**config.mk**
```make
export PLATFORM = sky130hd
export DESIGN_NAME = pixel_stream_src
export DESIGN_NICKNAME = d
export VERILOG_FILES = /design/src/rtl/pixel_stream_pkg.sv /design/src/rtl/pixel_stream_src_xy_counter.sv /design/src/rtl/pixel_stream_src.sv
export SDC_FILE = /design/constraint.sdc
export NUM_CORES = 1
export LEC_CHECK = 0
export ABC_CLOCK_PERIOD_IN_PS = 4550
export CAP_MARGIN = 20
export CORE_MARGIN = 10
export CORE_UTILIZATION = 45
export CTS_CLUSTER_SIZE = 24
export DETAILED_ROUTE_END_ITERATION = 7
export GPL_ROUTABILITY_DRIVEN = 0
export GPL_TIMING_DRIVEN = 0
export PLACE_DENSITY = 0.75
export SLEW_MARGIN = 25
export SYNTH_ARGS = -nofsm -noshare
export SYNTH_HDL_FRONTEND = slang
export SYNTH_SLANG_ARGS = --single-unit
export TNS_END_PERCENT = 20
```
**constraint.sdc**
```tcl
create_clock -name clk -period 4.55 [get_ports clk]
set_clock_uncertainty 0.15 [all_clocks]
set_input_delay 0.455 -clock clk [delete_from_list [all_inputs] [get_ports clk]]
set_output_delay 0.455 -clock clk [all_outputs]
set_load 0.02 [all_outputs]
```
**src/rtl/pixel_stream_pkg.sv**
```systemverilog
// Shared types and constants for the pixel stream source.
package pixel_stream_pkg;

    localparam int PIX_W           = 12;
    localparam int CNT_W           = 10;
    localparam int H_ACTIVE_DEF    = 640;
    localparam int V_ACTIVE_DEF    = 480;
    localparam int FLUSH_LINES_DEF = 2;

    typedef enum logic [1:0] {
        ST_IDLE   = 2'd0,
        ST_STREAM = 2'd1,
        ST_FLUSH  = 2'd2
    } state_t;

endpackage

```
**src/rtl/pixel_stream_src_xy_counter.sv**
```systemverilog
// Raster x/y counter: x wraps at H_ACTIVE and carries into y.
// The last-pixel flags describe the coordinate currently held, i.e. the
// coordinate the next emitted pixel will carry.
module xy_counter
    import pixel_stream_pkg::*;
#(
    parameter int H_ACTIVE    = H_ACTIVE_DEF,
    parameter int V_ACTIVE    = V_ACTIVE_DEF,
    parameter int FLUSH_LINES = FLUSH_LINES_DEF
) (
    input  logic             clk,
    input  logic             rst,
    input  logic             en,
    input  logic             clr,
    output logic [CNT_W-1:0] x,
    output logic [CNT_W-1:0] y,
    output logic             x_last,
    output logic             frame_last,
    output logic             flush_last
);

    localparam logic [CNT_W-1:0] X_MAX       = CNT_W'(H_ACTIVE - 1);
    localparam logic [CNT_W-1:0] Y_FRAME_MAX = CNT_W'(V_ACTIVE - 1);
    localparam logic [CNT_W-1:0] Y_FLUSH_MAX = CNT_W'(V_ACTIVE + FLUSH_LINES - 1);

    // Advance x each enabled cycle; wrap x and step y at end of line.
    always_ff @(posedge clk or posedge rst) begin
        if (rst) begin
            x <= '0;
            y <= '0;
        end else if (clr) begin
            x <= '0;
            y <= '0;
        end else if (en) begin
            if (x == X_MAX) begin
                x <= '0;
                y <= y + CNT_W'(1);
            end else begin
                x <= x + CNT_W'(1);
            end
        end
    end

    // Decode end-of-line, last active pixel and last flush pixel.
    always_comb begin
        x_last     = (x == X_MAX);
        frame_last = x_last && (y == Y_FRAME_MAX);
        flush_last = x_last && (y == Y_FLUSH_MAX);
    end

endmodule

```
**src/rtl/pixel_stream_src.sv**
```systemverilog
// Pixel stream source: accepts one frame of upstream pixels after start,
// re-times them with raster coordinates, then emits FLUSH_LINES lines of
// zero pixels so downstream row buffers drain.
//
//   state     | meaning
//   ----------+----------------------------------------------------------
//   ST_IDLE   | waiting for start; no pixels accepted or emitted
//   ST_STREAM | accepting upstream pixels, one output per accepted pixel
//   ST_FLUSH  | emitting zero pixels every cycle until the last flush line
//
// Every output is a register. The state returns to IDLE in the same edge
// that raises frame_done, so busy (still high in that cycle) gates start.
module pixel_stream_src
    import pixel_stream_pkg::*;
#(
    parameter int H_ACTIVE    = H_ACTIVE_DEF,
    parameter int V_ACTIVE    = V_ACTIVE_DEF,
    parameter int FLUSH_LINES = FLUSH_LINES_DEF
) (
    input  logic             clk,
    input  logic             rst,
    input  logic             start,
    input  logic             in_valid,
    output logic             in_ready,
    input  logic [PIX_W-1:0] in_r,
    input  logic [PIX_W-1:0] in_g,
    input  logic [PIX_W-1:0] in_b,
    output logic             valid,
    output logic [CNT_W-1:0] x_cntr,
    output logic [CNT_W-1:0] y_cntr,
    output logic [PIX_W-1:0] pixel_r,
    output logic [PIX_W-1:0] pixel_g,
    output logic [PIX_W-1:0] pixel_b,
    output logic             sof,
    output logic             eol,
    output logic             busy,
    output logic             frame_done
);

    state_t           state;
    state_t           state_next;
    logic             emit;
    logic             pix_zero;
    logic             cnt_clr;
    logic             done_next;
    logic [CNT_W-1:0] cnt_x;
    logic [CNT_W-1:0] cnt_y;
    logic             x_last;
    logic             frame_last;
    logic             flush_last;

    xy_counter #(
        .H_ACTIVE    (H_ACTIVE),
        .V_ACTIVE    (V_ACTIVE),
        .FLUSH_LINES (FLUSH_LINES)
    ) u_xy (
        .clk        (clk),
        .rst        (rst),
        .en         (emit),
        .clr        (cnt_clr),
        .x          (cnt_x),
        .y          (cnt_y),
        .x_last     (x_last),
        .frame_last (frame_last),
        .flush_last (flush_last)
    );

    // State register.
    always_ff @(posedge clk or posedge rst) begin
        if (rst) begin
            state <= ST_IDLE;
        end else begin
            state <= state_next;
        end
    end

    // Next-state and per-cycle emit decisions.
    always_comb begin
        state_next = state;
        emit       = 1'b0;
        pix_zero   = 1'b0;
        cnt_clr    = 1'b0;
        done_next  = 1'b0;
        case (state)
            ST_IDLE: begin
                if (start && !busy) begin
                    cnt_clr    = 1'b1;
                    state_next = ST_STREAM;
                end
            end
            ST_STREAM: begin
                if (in_valid) begin
                    emit = 1'b1;
                    if (frame_last) begin
                        state_next = ST_FLUSH;
                    end
                end
            end
            ST_FLUSH: begin
                emit     = 1'b1;
                pix_zero = 1'b1;
                if (flush_last) begin
                    done_next  = 1'b1;
                    state_next = ST_IDLE;
                end
            end
            default: begin
                state_next = ST_IDLE;
            end
        endcase
    end

    // Output registers; coordinates and colour hold between emitted pixels.
    always_ff @(posedge clk or posedge rst) begin
        if (rst) begin
            valid      <= 1'b0;
            sof        <= 1'b0;
            eol        <= 1'b0;
            busy       <= 1'b0;
            frame_done <= 1'b0;
            in_ready   <= 1'b0;
            x_cntr     <= '0;
            y_cntr     <= '0;
            pixel_r    <= '0;
            pixel_g    <= '0;
            pixel_b    <= '0;
        end else begin
            valid      <= emit;
            sof        <= emit && (cnt_x == '0) && (cnt_y == '0);
            eol        <= emit && x_last;
            frame_done <= done_next;
            busy       <= (state_next != ST_IDLE) || done_next;
            in_ready   <= (state_next == ST_STREAM);
            if (emit) begin
                x_cntr <= cnt_x;
                y_cntr <= cnt_y;
                if (pix_zero) begin
                    pixel_r <= '0;
                    pixel_g <= '0;
                    pixel_b <= '0;
                end else begin
                    pixel_r <= in_r;
                    pixel_g <= in_g;
                    pixel_b <= in_b;
                end
            end
        end
    end

endmodule

```
# Word level (Yosys, flattened, before mapping)

Index checks and enable logic that the tools add are counted.

Bits in registers: 84
Bits of input ports: 40
Logic and storage cells: 58
Output and inout bits: 62

Muxes and demuxes: 21
Equality and inequality tests: 6
Reductions and logical operators: 15
Add/sub/neg operators: 2

Operators by type and width:

| kind                  | count |
|---|---|
| $mux 10               | 6 |
| $mux 12               | 3 |
| $add 10x1->10 const B | 2 |
| $eq 10x9->1 const B   | 2 |
| $logic_not 10->1      | 2 |
| $eq 10x10->1 const B  | 1 |
| $mux 2                | 4 |
| $logic_and 1x1->1     | 6 |
| $mux 1                | 6 |
| $pmux 2 s3            | 1 |
| $reduce_bool 2->1     | 3 |
| $eq 2x1->1 const B    | 2 |
| $eq 2x2->1 const B    | 1 |
| $logic_not 2->1       | 1 |
| $pmux 1 s2            | 1 |
| $reduce_and 2->1      | 1 |
| $logic_not 1->1       | 1 |
| $logic_or 1x1->1      | 1 |

# Longest topological paths before layout

Depth after elaboration: 7
Gate-level depth with buffers: 9
Mapped depth without buffers: 8

# Hierarchy

A second synthesis with hierarchy kept.

Cell total of the unflattened synthesis: 359
Area total of the unflattened synthesis: 3847.4 sq um

Modules (own cells, without submodules):

| module           | instances | seq. area each (sq um) | area each (sq um) | cells each |
|---|---|---|---|---|
| pixel_stream_src | 1         | 1601.5                 | 2745.1            | 239 |
| xy_counter       | 1         | 500.5                  | 1102.3            | 120 |

# Worst setup path before layout

Ideal clock, no wire load.

Path type: register to register
Start: register u_xy.y[0]
End: register in_ready
Arrival time: 1949 ps
Period minus slack after synthesis: 2220 ps
Cell stages (with the launch flop): 7
Slack: 2330 ps
Data required time: 4279 ps
Library setup time: 121 ps
Path buffers: 0
Path through: dfrtp_1 > ha_1 > nand3_2 > or4b_4 > o41a_1 > a21o_1 > a22o_1

Longest elaborated chain between the ends: 6
Elaborated cells between the ends (all ways): 9
Classes of those cells: eq/ne (3); mux (4); reduce/logical (2)

Ends and longest elaborated chain:

| what                   | line                              | source |
|---|---|---|
| from (decl)            | pixel_stream_src_xy_counter.sv:16 | `output logic [CNT_W-1:0] y,` |
| from (signal assigned) | pixel_stream_src_xy_counter.sv:37 | `y <= y + CNT_W'(1);` |
| $eq 10x9->1            | pixel_stream_src_xy_counter.sv:47 | `frame_last = x_last && (y == Y_FRAME_MAX);` |
| $logic_and 1x1->1      | pixel_stream_src_xy_counter.sv:47 |  |
| $mux 2                 | pixel_stream_src.sv:94            | `if (frame_last) begin` |
| $mux 2                 | pixel_stream_src.sv:92            | `if (in_valid) begin` |
| $pmux 2 s3 (*)         | pixel_stream_src.sv:84            | `case (state)` |
| $eq 2x1->1 (*)         | pixel_stream_src.sv:133           | `in_ready <= (state_next == ST_STREAM);` |
| to (signal assigned)   | pixel_stream_src.sv:133           |  |
| to (decl)              | pixel_stream_src.sv:24            | `output logic in_ready,` |

Every way passes the cells marked *; elsewhere a longest branch is shown, timed or not.
A chain may end at the register's enable or synchronous reset.

# Final worst setup path

Start: register state[0]
End: register pixel_r[9]

Longest elaborated chain between the ends: 3
Elaborated cells between the ends (all ways): 5
Classes of those cells: eq/ne (2); mux (3)

Ends and longest elaborated chain:

| what                   | line                    | source |
|---|---|---|
| from (decl)            | pixel_stream_src.sv:40  | `state_t state;` |
| from (signal assigned) | pixel_stream_src.sv:73  | `state <= state_next;` |
| $eq 2x2->1             | pixel_stream_src.sv:84  |  |
| $mux 1                 | pixel_stream_src.sv:84  |  |
| $mux 12                | pixel_stream_src.sv:137 | `if (pix_zero) begin` |
| to (signal assigned)   | pixel_stream_src.sv:142 | `pixel_r <= in_r;` |
| to (decl)              | pixel_stream_src.sv:31  | `output logic [PIX_W-1:0] pixel_r,` |

Parallel ways exist; a longest one is shown, timed or not.

==> flow_summary.html <==
<table>
<tr><th>Metric</th><th>Value</th></tr>
<tr><th colspan="2">STA</th></tr>
<tr><td>Peak clock frequency supported by timing</td><td>408 MHz</td></tr>
<tr><td>Final Setup Violations</td><td>0</td></tr>
<tr><td>Period Utilization, post-route</td><td>53.9%</td></tr>
<tr><td>RSZ-0062 raised after global routing</td><td>no</td></tr>
<tr><td>Tightest hold margin</td><td>0.331 ns</td></tr>
<tr><td>Setup TNS</td><td>0 ns</td></tr>
<tr><td>Max-slew violation count</td><td>0</td></tr>
<tr><td>Final period demand of the worst path</td><td>2.45 ns</td></tr>
<tr><td>Worst slew margin</td><td>63.9%</td></tr>
<tr><td>Transition time of the tightest slew-check pin</td><td>0.541 ns</td></tr>
<tr><td>Final Hold Violating Endpoints</td><td>0</td></tr>
<tr><th colspan="2">Critical path</th></tr>
<tr><td>Worst EP required</td><td>4.66 ns</td></tr>
<tr><td>Type of element launching the critical path</td><td>flop</td></tr>
<tr><td>FF-to-FF Start</td><td>state[0]$_DFF_PP0_</td></tr>
<tr><td>Worst-case register-to-register setup slack</td><td>2.10 ns</td></tr>
<tr><td>Category of the most critical setup path</td><td>flop to flop</td></tr>
<tr><td>Highest fanout seen on the critical path</td><td>10</td></tr>
<tr><td>Worst flop-to-flop path endpoint</td><td>pixel_r[9]$_DFFE_PP0P_</td></tr>
<tr><td>Kind of capture point of the worst setup path</td><td>flop</td></tr>
<tr><td>Arrival @ worst endpoint</td><td>2.56 ns</td></tr>
<tr><td>Depth of the most critical reg-to-reg path</td><td>8</td></tr>
<tr><th colspan="2">Drt</th></tr>
<tr><td>Met2 wirelength from detailed routing</td><td>4690 um</td></tr>
<tr><td>Post-route DRC</td><td>0</td></tr>
<tr><td>Detailed route wirelength on metal3</td><td>639 um</td></tr>
<tr><td>Vias per Instance</td><td>5.13</td></tr>
<tr><td>Sum of routed wire length over all layers</td><td>10,200 um</td></tr>
<tr><td>Highest routing layer actually used</td><td>met4</td></tr>
<tr><td>Router iterations before antenna repair</td><td>4</td></tr>
<tr><td>M1 WL</td><td>4730 um</td></tr>
<tr><td>Remaining antenna violation count</td><td>0</td></tr>
<tr><td>Post-detailed-route wirelength per cell</td><td>16.0 um</td></tr>
<tr><td>Initial drt markers</td><td>223</td></tr>
<tr><td>Detailed-route via count</td><td>3,260</td></tr>
<tr><th colspan="2">Yosys</th></tr>
<tr><td>Leading post-synthesis cells by instance count</td><td>sky130_fd_sc_hd__nand2_1, sky130_fd_sc_hd__dfrtp_1, sky130_fd_sc_hd__o21ai_0</td></tr>
<tr><td>Library cells used by synthesis</td><td>36</td></tr>
<tr><td>Async SR Flop Fraction</td><td>100%</td></tr>
<tr><td>Cell type with the highest aggregate area in the netlist</td><td>sky130_fd_sc_hd__dfrtp_1</td></tr>
<tr><td>Post-synthesis net count</td><td>461</td></tr>
<tr><td>Sequential share of the synthesized area</td><td>55.0%</td></tr>
<tr><td>Total standard cell area after synthesis</td><td>3820 um^2</td></tr>
<tr><td>Largest cells by area after synthesis</td><td>sky130_fd_sc_hd__dfrtp_1, sky130_fd_sc_hd__nand2_1, sky130_fd_sc_hd__nand2b_1</td></tr>
<tr><td>Cell with the most instances after synthesis</td><td>sky130_fd_sc_hd__nand2_1</td></tr>
<tr><td>Area share of the largest cell type after synthesis</td><td>55.0%</td></tr>
<tr><td>Dominant synthesized flop cell</td><td>sky130_fd_sc_hd__dfrtp_1</td></tr>
<tr><td>Gate count after technology mapping</td><td>412</td></tr>
<tr><td>Number of synthesized flops with an enable pin</td><td>0</td></tr>
<tr><td>Number of register bits inferred by synthesis</td><td>84</td></tr>
<tr><td>Synthesis Warnings</td><td>0</td></tr>
<tr><td>Post-Syn Area per Cell</td><td>9.27 um^2</td></tr>
<tr><th colspan="2">Final layout</th></tr>
<tr><td>Final non-filler cell total</td><td>635</td></tr>
<tr><td>Diodes inserted</td><td>0</td></tr>
<tr><td>Fraction of final layout cells with drive strength greater than 1</td><td>4.15%</td></tr>
<tr><td>Area growth syn-to-layout</td><td>35.8%</td></tr>
<tr><td>Number of nets at the end of the flow</td><td>574</td></tr>
<tr><th colspan="2">Power</th></tr>
<tr><td>Peak supply drop</td><td>0.164 mV</td></tr>
<tr><td>LEAKAGE</td><td>2.37 nW</td></tr>
<tr><td>Pwr per Cell Area</td><td>502 nW/um^2</td></tr>
<tr><th colspan="2">Placement</th></tr>
<tr><td># port buffers</td><td>101</td></tr>
<tr><td>Number of placed instances with taps included</td><td>619</td></tr>
<tr><td>Placed wire-length estimate after detailed placement</td><td>7730 um</td></tr>
<tr><th colspan="2">Global routing</th></tr>
<tr><td>Overall overflow remaining after global route</td><td>0</td></tr>
<tr><td>Via count of the first global-routing pass</td><td>3,256</td></tr>
<tr><td>Antenna violations before repair</td><td>0</td></tr>
<tr><td>GRT Resource Usage Total</td><td>16.3%</td></tr>
<tr><td>Maximum number of pins on one net before global-route repair</td><td>45</td></tr>
<tr><td>First-pass GRT wire length</td><td>17,000 um</td></tr>
<tr><th colspan="2">Die</th></tr>
<tr><td>Effective utilization at floorplan</td><td>46.3%</td></tr>
<tr><td>Floorplan Core Area</td><td>8260 um^2</td></tr>
<tr><td>Site Rows</td><td>33</td></tr>
<tr><td>Die Outline Area</td><td>12,600 um^2</td></tr>
<tr><td>Boundary Pins</td><td>102</td></tr>
<tr><td>Die H</td><td>112 um</td></tr>
<tr><td>Chip width</td><td>112 um</td></tr>
<tr><th colspan="2">Min path</th></tr>
<tr><td>WHS Endpoint</td><td>y_cntr[6]$_DFFE_PP0P_</td></tr>
<tr><td>Startpoint of the most critical hold path</td><td>y_cntr[6]$_DFFE_PP0P_</td></tr>
<tr><td>Type of the worst min-delay path</td><td>flop to flop</td></tr>
<tr><td>Min-Delay Path Depth</td><td>2</td></tr>
<tr><th colspan="2">Clocking</th></tr>
<tr><td>Number of buffers inserted for hold repair after clock tree synthesis</td><td>0</td></tr>
<tr><td>Bufs on Longest Clock Path</td><td>2</td></tr>
<tr><td>Clock-pin slew of the registers on the worst-case setup and hold paths</td><td>0.09 ns</td></tr>
<tr><td>Buffer cell driving the clock tree root</td><td>sky130_fd_sc_hd__clkbuf_8</td></tr>
<tr><td>Clock sink count</td><td>84</td></tr>
<tr><td>Number of H-tree levels</td><td>3</td></tr>
<tr><td>Total CTS buffers</td><td>9</td></tr>
<tr><td>TritonCTS clock tree</td><td>done</td></tr>
<tr><td>Clk_lat worst skew</td><td>0.36 ns</td></tr>
<tr><td>Post-CTS setup buffer count</td><td>0</td></tr>
<tr><td>Number of gates resized after cts</td><td>0</td></tr>
<tr><th colspan="2">Outcome</th></tr>
<tr><td>Result of the run</td><td>complete, no violations</td></tr>
<tr><th colspan="2">Flow run</th></tr>
<tr><td>Maxcap violations</td><td>0</td></tr>
</table>
==> power breakdown <==
part / leakage, nW / switching [W] / internal, W
Clock: 0.0999 / 0.000270 / 0.000271
Sequential: 1.11 / 0.000105 / 0.000930
Combinational: 1.16 / 0.000579 / 0.000449
Total: 2.37 / 0.000953 / 0.00165
==> area by class of cell <==
| class | instances | area [um^2] |
|---|---|---|
| Sequential cell | 84 | 2100 |
| Buffer | 24 | 90.1 |
| Clock inverter | 5 | 60.1 |
| Clock buffer | 11 | 141 |
| Inverter | 11 | 43.8 |
| Timing Repair Buffer | 102 | 1030 |
| Multi-Input combinational cell | 293 | 1590 |
| Fill cell | 704 | 3070 |
| Tap cell | 105 | 131 |
==> cells by family (layout without fill, tap and decap cells) <==
logic type                 count (synthesis)  in the layout  synth area share, %
and+or+nand+nor                          203            203                 25.4
adders and majority gates                  9              9                 2.95
xor gates and xnor gates                  15             15                 3.44
buffers and inverters                     35            153                 3.44
AOI/OAI and AO/OA                         66             66                 9.76
DFF                                       84             84                 55.0
==> cell usage in the layout, fill, tap and decap left out, types with 2 or more instances in the layout <==
| cell type | n |
|---|---|
| sky130_fd_sc_hd__a211oi_1 | 4 |
| sky130_fd_sc_hd__buf_1 | 4 |
| sky130_fd_sc_hd__nor2_1 | 25 |
| sky130_fd_sc_hd__clkbuf_1 | 21 |
| sky130_fd_sc_hd__xnor2_1 | 13 |
| sky130_fd_sc_hd__nand2_1 | 96 |
| sky130_fd_sc_hd__a21oi_1 | 7 |
| sky130_fd_sc_hd__nand2b_1 | 39 |
| sky130_fd_sc_hd__nand4_1 | 5 |
| sky130_fd_sc_hd__o21ai_0 | 46 |
| sky130_fd_sc_hd__nand3_1 | 9 |
| sky130_fd_sc_hd__inv_1 | 10 |
| sky130_fd_sc_hd__nor3_1 | 7 |
| sky130_fd_sc_hd__ha_1 | 9 |
| sky130_fd_sc_hd__clkbuf_8 | 10 |
| sky130_fd_sc_hd__a21o_1 | 2 |
| sky130_fd_sc_hd__and3_1 | 5 |
| sky130_fd_sc_hd__xor2_1 | 2 |
| sky130_fd_sc_hd__dfrtp_1 | 84 |
| sky130_fd_sc_hd__nor4_1 | 7 |
| sky130_fd_sc_hd__clkdlybuf4s50_1 | 101 |
==> stage by stage <==
| stage | power, W | util, % | setup WS, ns | cell area [um^2] |
|---|---|---|---|---|
| after floorplan | 0.00157 | - | 1.78 | 3820 |
| after global placement | 0.00206 | 60.1 | 0.532 | 4960 |
| after detailed placement | 0.00209 | 60.4 | 1.93 | 4980 |
| after CTS | 0.00263 | 62.8 | 2.09 | 5190 |
| after global routing | 0.00276 | 62.8 | 1.87 | 5190 |
| final | 0.00260 | 62.8 | 2.10 | 5190 |
==> worst max path at each step <==
stage | slack (ns) | to | start | cells after the start
floorplan | 1.78 | busy$_DFF_PP0_ | rst | 1
global placement | 0.53 | y_cntr[3]$_DFFE_PP0P_ | rst | 2
detailed placement | 1.93 | pixel_r[9]$_DFFE_PP0P_ | in_valid | 7
CTS | 2.09 | pixel_r[9]$_DFFE_PP0P_ | state[0]$_DFF_PP0_ | 8
global route | 1.87 | pixel_r[9]$_DFFE_PP0P_ | state[0]$_DFF_PP0_ | 8
finish | 2.10 | pixel_r[9]$_DFFE_PP0P_ | state[0]$_DFF_PP0_ | 8
==> worst max-delay path: stages (launching register included) <==
cell                       delay (ns)
sky130_fd_sc_hd__dfrtp_1         0.43
sky130_fd_sc_hd__inv_1           0.11
sky130_fd_sc_hd__ha_1            0.26
sky130_fd_sc_hd__a21o_1          0.17
sky130_fd_sc_hd__nand2_1         0.19
sky130_fd_sc_hd__clkbuf_1        0.45
sky130_fd_sc_hd__buf_1           0.42
sky130_fd_sc_hd__nand2_1         0.10
sky130_fd_sc_hd__o21ai_0         0.10
==> sequential cells by signal (all words and copies together) (netlist names) <==
| name | flops |
|---|---|
| pixel_b | 12 |
| pixel_g | 12 |
| pixel_r | 12 |
| u_xy.x | 10 |
| u_xy.y | 10 |
| x_cntr | 10 |
| y_cntr | 10 |
| state | 2 |
| busy | 1 |
| eol | 1 |
| frame_done | 1 |
| in_ready | 1 |
| sof | 1 |
| valid | 1 |
==> routing by layer <==
layer,global-route usage (%),vias up
li1,-,1580
met1,21.5,1563
met2,25.1,102
met3,5.22,15
met4,4.48,0
met5,0,-
(Power assumes the default switching activity.)
